$ cat src/rtl/branch_target_unit.sv
// Execute-stage branch/JAL/JALR target resolution plus a direct-mapped BTB with 2-bit counters
// that gives fetch a registered next-PC prediction. Define BTU_RAS_EN to add a return-address stack.
module branch_target_unit #(
  parameter int XLEN      = 32,
  parameter int BTB_DEPTH = 16,
  parameter int RAS_DEPTH = 4
) (
  input  logic            clk,
  input  logic            rst_n,
  input  logic            fetch_valid,
  input  logic [XLEN-1:0] fetch_pc,
  output logic            pred_valid,
  output logic            pred_taken,
  output logic [XLEN-1:0] pred_target,
  input  logic            upd_valid,
  input  logic [XLEN-1:0] upd_pc,
  input  logic [31:0]     upd_ins,
  input  logic [XLEN-1:0] upd_rs1,
  input  logic            upd_cond,
  input  logic            upd_pred_taken,
  input  logic [XLEN-1:0] upd_pred_target,
  input  logic            btb_flush,
  output logic            res_valid,
  output logic            mispredict,
  output logic [XLEN-1:0] redirect_pc
);
  localparam int IDX  = $clog2(BTB_DEPTH);
  localparam int TAGW = XLEN - IDX - 2;
  localparam logic [XLEN-1:0] FOUR = XLEN'(4);

  typedef enum logic [1:0] {K_BR, K_JMP, K_CALL, K_RET} kind_e;
  typedef struct packed {
    logic [TAGW-1:0] tag;
    logic [XLEN-1:0] target;
    kind_e           kind;
  } ent_t;

  if (XLEN != 32 && XLEN != 64) begin : g_bad_xlen
    $error("XLEN must be 32 or 64");
  end
  if (BTB_DEPTH < 2 || (1 << IDX) != BTB_DEPTH || RAS_DEPTH < 1) begin : g_bad_depth
    $error("BTB_DEPTH must be a power of 2 >= 2 and RAS_DEPTH >= 1");
  end

  // ---------------- decode / resolve ----------------
  logic            is_br, is_jal, is_jalr, is_ctl, taken;
  logic [XLEN-1:0] imm, base, sum, tgt, seq;
  kind_e           ukind;

  assign is_br   = upd_ins[6:0] == 7'b1100011;
  assign is_jal  = upd_ins[6:0] == 7'b1101111;
  assign is_jalr = upd_ins[6:0] == 7'b1100111;
  assign is_ctl  = is_br || is_jal || is_jalr;

  always_comb begin
    imm = {{(XLEN-11){upd_ins[31]}}, upd_ins[30:20]};
    if (is_br)
      imm = {{(XLEN-12){upd_ins[31]}}, upd_ins[7], upd_ins[30:25], upd_ins[11:8], 1'b0};
    else if (is_jal)
      imm = {{(XLEN-20){upd_ins[31]}}, upd_ins[19:12], upd_ins[20], upd_ins[30:21], 1'b0};
  end

  assign base  = is_jalr ? upd_rs1 : upd_pc;
  assign sum   = base + imm;
  assign tgt   = is_jalr ? {sum[XLEN-1:1], 1'b0} : sum;
  assign seq   = upd_pc + FOUR;
  assign taken = is_br ? upd_cond : 1'b1;

`ifdef BTU_RAS_EN
  logic rd_link, rs1_link, is_call, is_ret;
  assign rd_link  = upd_ins[11:7] == 5'd1 || upd_ins[11:7] == 5'd5;
  assign rs1_link = upd_ins[19:15] == 5'd1 || upd_ins[19:15] == 5'd5;
  assign is_call  = (is_jal || is_jalr) && rd_link;
  assign is_ret   = is_jalr && rs1_link && !rd_link;
  assign ukind    = is_br ? K_BR : is_call ? K_CALL : is_ret ? K_RET : K_JMP;
`else
  assign ukind    = is_br ? K_BR : K_JMP;
`endif

  // ---------------- BTB ----------------
  logic [BTB_DEPTH-1:0]      valid;
  logic [BTB_DEPTH-1:0][1:0] ctr;
  ent_t                      ent [BTB_DEPTH];
  logic [IDX-1:0]            f_idx, u_idx;
  ent_t                      f_ent;
  logic                      f_hit, f_taken, u_hit, upd_en;
  logic [1:0]                u_ctr, ctr_nxt;
  logic [XLEN-1:0]           f_tgt;

  assign f_idx   = fetch_pc[IDX+1:2];
  assign f_ent   = ent[f_idx];
  assign f_hit   = valid[f_idx] && f_ent.tag == fetch_pc[XLEN-1:IDX+2];
  assign f_taken = f_hit && (ctr[f_idx][1] || f_ent.kind != K_BR);

  assign u_idx   = upd_pc[IDX+1:2];
  assign u_hit   = valid[u_idx] && ent[u_idx].tag == upd_pc[XLEN-1:IDX+2];
  assign u_ctr   = ctr[u_idx];
  assign upd_en  = upd_valid && is_ctl && !btb_flush;

  always_comb begin
    ctr_nxt = u_ctr;
    if (taken && u_ctr != 2'd3)       ctr_nxt = u_ctr + 2'd1;
    else if (!taken && u_ctr != 2'd0) ctr_nxt = u_ctr - 2'd1;
  end

  always_ff @(posedge clk or negedge rst_n) begin
    if (!rst_n) begin
      valid <= '0;
      ctr   <= {BTB_DEPTH{2'd1}};
    end else if (btb_flush) begin
      valid <= '0;
    end else if (upd_en) begin
      if (u_hit) begin
        ctr[u_idx] <= ctr_nxt;
      end else if (taken) begin
        valid[u_idx] <= 1'b1;
        ctr[u_idx]   <= is_br ? 2'd2 : 2'd3;
      end
    end
  end

  // Payload needs no reset: it is only observed through a valid bit.
  always_ff @(posedge clk) begin
    if (upd_en && taken)
      ent[u_idx] <= '{tag: upd_pc[XLEN-1:IDX+2], target: tgt, kind: ukind};
  end

`ifdef BTU_RAS_EN
  // ---------------- return-address stack (circular, oldest overwritten) ----------------
  localparam int RW = (RAS_DEPTH > 1) ? $clog2(RAS_DEPTH) : 1;
  localparam int CW = $clog2(RAS_DEPTH + 1);
  logic [XLEN-1:0] ras [RAS_DEPTH];
  logic [RW-1:0]   ras_ptr, ras_top_ptr, ras_nxt_ptr;
  logic [CW-1:0]   ras_cnt;
  logic            ras_push, ras_pop;

  assign ras_top_ptr = (ras_ptr == '0) ? RW'(RAS_DEPTH-1) : ras_ptr - RW'(1);
  assign ras_nxt_ptr = (ras_ptr == RW'(RAS_DEPTH-1)) ? '0 : ras_ptr + RW'(1);
  assign ras_push    = upd_valid && is_call;
  assign ras_pop     = upd_valid && is_ret && ras_cnt != '0;

  always_ff @(posedge clk or negedge rst_n) begin
    if (!rst_n) begin
      ras_ptr <= '0;
      ras_cnt <= '0;
    end else if (ras_push) begin
      ras_ptr <= ras_nxt_ptr;
      if (ras_cnt != CW'(RAS_DEPTH)) ras_cnt <= ras_cnt + CW'(1);
    end else if (ras_pop) begin
      ras_ptr <= ras_top_ptr;
      ras_cnt <= ras_cnt - CW'(1);
    end
  end

  always_ff @(posedge clk) begin
    if (ras_push) ras[ras_ptr] <= seq;
  end
`endif

  always_comb begin
    f_tgt = fetch_pc + FOUR;
    if (f_taken) begin
      f_tgt = f_ent.target;
`ifdef BTU_RAS_EN
      if (f_ent.kind == K_RET && ras_cnt != '0) f_tgt = ras[ras_top_ptr];
`endif
    end
  end

  // ---------------- registered outputs ----------------
  always_ff @(posedge clk or negedge rst_n) begin
    if (!rst_n) begin
      pred_valid  <= 1'b0;
      pred_taken  <= 1'b0;
      pred_target <= '0;
      res_valid   <= 1'b0;
      mispredict  <= 1'b0;
      redirect_pc <= '0;
    end else begin
      pred_valid <= fetch_valid;
      if (fetch_valid) begin
        pred_taken  <= f_taken;
        pred_target <= f_tgt;
      end
      res_valid  <= upd_valid && is_ctl;
      mispredict <= 1'b0;
      if (upd_valid && is_ctl) begin
        mispredict  <= (taken != upd_pred_taken) || (taken && tgt != upd_pred_target);
        redirect_pc <= taken ? tgt : seq;
      end
    end
  end
endmodule
$ cat config.mk
export PLATFORM = sky130hd
export DESIGN_NAME = branch_target_unit
export DESIGN_NICKNAME = d
export VERILOG_FILES = /design/src/rtl/branch_target_unit.sv
export SDC_FILE = /design/constraint.sdc
export NUM_CORES = 2
export LEC_CHECK = 0
export CORE_UTILIZATION = 50
export DETAILED_ROUTE_END_ITERATION = 8
export GPL_TIMING_DRIVEN = 0
export PLACE_DENSITY_LB_ADDON = 0.12
export REMOVE_ABC_BUFFERS = 1
export SLEW_MARGIN = 20
export SYNTH_ARGS = -nofsm -noshare
export SYNTH_HDL_FRONTEND = slang
export SYNTH_SLANG_ARGS = --single-unit
$ cat constraint.sdc
create_clock -name clk -period 3.74 [get_ports clk]
set_input_delay 0.748 -clock clk [delete_from_list [all_inputs] [get_ports clk]]
set_output_delay 0.748 -clock clk [all_outputs]
set_load 0.1 [all_outputs]
==> results.cfg <==
[die]
die_h_um = 317
rows = 115
ios = 235
die_w_um = 317
die_area_sq_um = 101000
core_sq_um = 98400
start_util = 0.504

[clocking]
cts_sinks = 1060
cts_buffers = 111
cts_root_buf = clkbuf_16
clockBufferDepth = 3
htreeDepth = 3
clock_latency_ns = 0.71
cts_tree = built
cts.reportedPaths.clkPinSlew_ns = 0.06

[cells_and_area]
final_nets = 3512
multiInputGateArea_sq_um = 19400
fill_cells = 6909
drive_gt1_frac = 0.345
syn_to_final_growth_pct = 26.0
seqCellArea_sq_um = 31300

[route]
wl_per_cell_um = 33.9
drt-pass1-iter-count = 7
viasPerCell = 6.56
wl_um = 159000
drc_errors = 0
postRouteAntennaNets = 0
drt_iter0_drc = 3565
num_vias = 30800

[synth]
synth_seq_cells = 1060
synthDistinctLibCells = 80
avgSynthCellArea_sq_um = 17.1
synth_flop_cell = edfxtp_1
synthTopCellsByCount = edfxtp_1 (944), mux4_2 (388), nand2_1 (153)
ys_async_sr_fraction = 0.109
synth.most_common_cell = edfxtp_1
syn_inst = 2908
synth_area_leaders = edfxtp_1 (57%), mux4_2 (18%), dfrtp_1 (5.0%)
synth_top_area_cell = edfxtp_1
synth_edf_count = 944
yosysWarnings = 0
synth_top_area_frac = 0.571
synth-seq-area-share = 0.630
syn_area_sq_um = 49600

[global_routing]
grt_busiest_layer = met2
grt_util_met3 = 0.0517
grt_first_pass_wirelength_um = 222000
grtUsageMet2 = 0.507
grt.overflow.total = 0
track_usage = 0.315
grt_max_degree = 75
grt_pass1_vias = 30800
grtUsageMet1 = 0.439
antenna_found_initial = 7

[setup_path]
cp.required_ns = 4.29
r2r-end = ctr[23]
r2r_cells = 10
crit_arrival_ns = 5.06
endpoint = mispredict
startpoint = upd_ins[4]
endpoint_kind = register
worst_setup_path_start_kind = input pin
cp_max_fo = 5
rr_startpoint = ent[6][52]
r2r_slack_ns = -0.26
path_class = input pin to register

[placed_design]
portBuffers = 234
dp_slack_ns = -3.46
dp_hpwl_um = 106000
routabilityCongestion = 0.904

[timing]
period_share = 1.21
finalClockSkew_ns = 0.0259
layout_setup_ws_ns = -0.767
min_period_ns = 4.51
setup_viol = 186
drv_slew = 0
max_slew_margin = 0.210
rsz0062_at_grt = true
worstMarginPinSlew_ns = 1.18
hold_viol = 0
fmax_mhz = 222

[power]
pwr-share-seq = 0.449
p_total_mw = 29.9
power_leakage_nw = 21.1
p_per_area_nw_per_um2 = 478
switchingPower_mw = 7.92
p_int_mw = 22.0
ir_worst_vdd_uv = 412
combPwrFrac = 0.162
p_clk_frac = 0.388
sw_frac_of_total = 0.265

[hold_path]
hold_class = register to register

[run_status]
status = finished with violations
failed_checks = setup timing

[job]
cap_violations = 0
-- per-layer routing --
| metal | vias up | share of wire |
|---|---|---|
| met1 | 16300 | 0.39 |
| met5 | - | 0.00021 |
| met3 | 297 | 0.093 |
| met4 | 6 | 0.036 |
| met2 | 1676 | 0.48 |
| li1 | 12600 | - |
-- sequential cells by signal, summed over array words and instances, names as in the netlist --
register	count
pred_target	32
mispredict	1
pred_taken	1
res_valid	1
pred_valid	1
valid	16
redirect_pc	32
ctr	32
ent	944
-- cell type report --
type | instances | area share
clock inverter | 77 | 0.0140
tap | 1287 | 0.0257
multi-input combinational | 1632 | 0.311
antenna | 7 | 0.000280
clock buffer | 133 | 0.0474
inverter | 27 | 0.00194
timing repair buffer | 474 | 0.0997
sequential | 1060 | 0.500
-- through the flow --
stage	utilization	cell area (sq um)	setup TNS [ns]	hold WS, ns	std cells
after global routing	0.635	62500	-50.39	0.512	4692
after floorplan	-	48700	-3784.60	0.452	2717
final	0.635	62500	-26.56	0.480	4697
after CTS	0.620	61100	-57.02	0.485	4607
after detailed placement	0.562	55300	-1673.67	0.471	4337
after global placement	0.535	52700	-	0.466	4238
-- how the worst min path moves through the flow --
stage	startpoint	to	slack [ns]	cells after the start
CTS	redirect_pc[28]	redirect_pc[28]	0.48	2
global placement	redirect_pc[28]	redirect_pc[28]	0.47	2
global route	redirect_pc[9]	redirect_pc[9]	0.51	1
detailed placement	redirect_pc[28]	redirect_pc[28]	0.47	2
floorplan	rst_n	ctr[11]	0.45	0
finish	redirect_pc[28]	redirect_pc[28]	0.48	2
-- logic make-up after synthesis --
kind of cell / Yosys count / share of synthesized area
xor gates and xnor gates: 174 / 0.0338
muxes: 561 / 0.213
and+or+nand+nor: 496 / 0.0471
buffers and inverters: 218 / 0.0203
AOI/OAI and AO/OA: 360 / 0.0458
DFF: 1060 / 0.630
adders and majority gates: 39 / 0.00998
-- worst max-delay path, stage by stage --
cell	delay, ns
buf_6	0.09
nand3b_1	0.22
nor4_4	0.22
buf_4	0.21
buf_6	0.12
mux2_4	0.31
ha_4	0.17
fa_2	0.46
a211oi_4	0.23
buf_6	0.15
o21bai_4	0.11
a21o_1	0.23
a211oi_4	0.21
buf_6	0.16
o31a_1	0.15
buf_4	0.12
buf_6	0.11
or4_1	0.13
nand4_1	0.11
or4_4	0.57
nor4_4	0.16
nor2_2	0.07
-- power by group through the flow --
stage | Clock [mW] | Combinational, mW | Sequential (mW)
detailed placement | 0 | 4.04 | 13.7
finish | 11.6 | 4.85 | 13.4
CTS | 11.7 | 4.49 | 13.4
global placement | 0 | 4.49 | 13.7
global route | 12.2 | 5.05 | 13.4
floorplan | 0 | 1.51 | 14.5
-- layout by cell type, fill, tap and decap left out, types with 78 or more instances in the layout --
cell and instances:
nor2_1 122, clkdlybuf4s50_1 199, a21oi_1 81, dfrtp_1 100, buf_4 97, clkbuf_16 124, edfxtp_1 944, mux4_2 388
mux2i_1 78, nand2_1 142
-- what timing repair did --
item,4_1_cts,5_1_grt
resized for setup,288,142
setup endpoints to repair,741,513
hold endpoints to repair,43,0
cloned,3,11
hold buffers,1,0
buffers inserted,56,72
pin swaps,52,52
No activity file was read; power rests on OpenSTA's default activity.
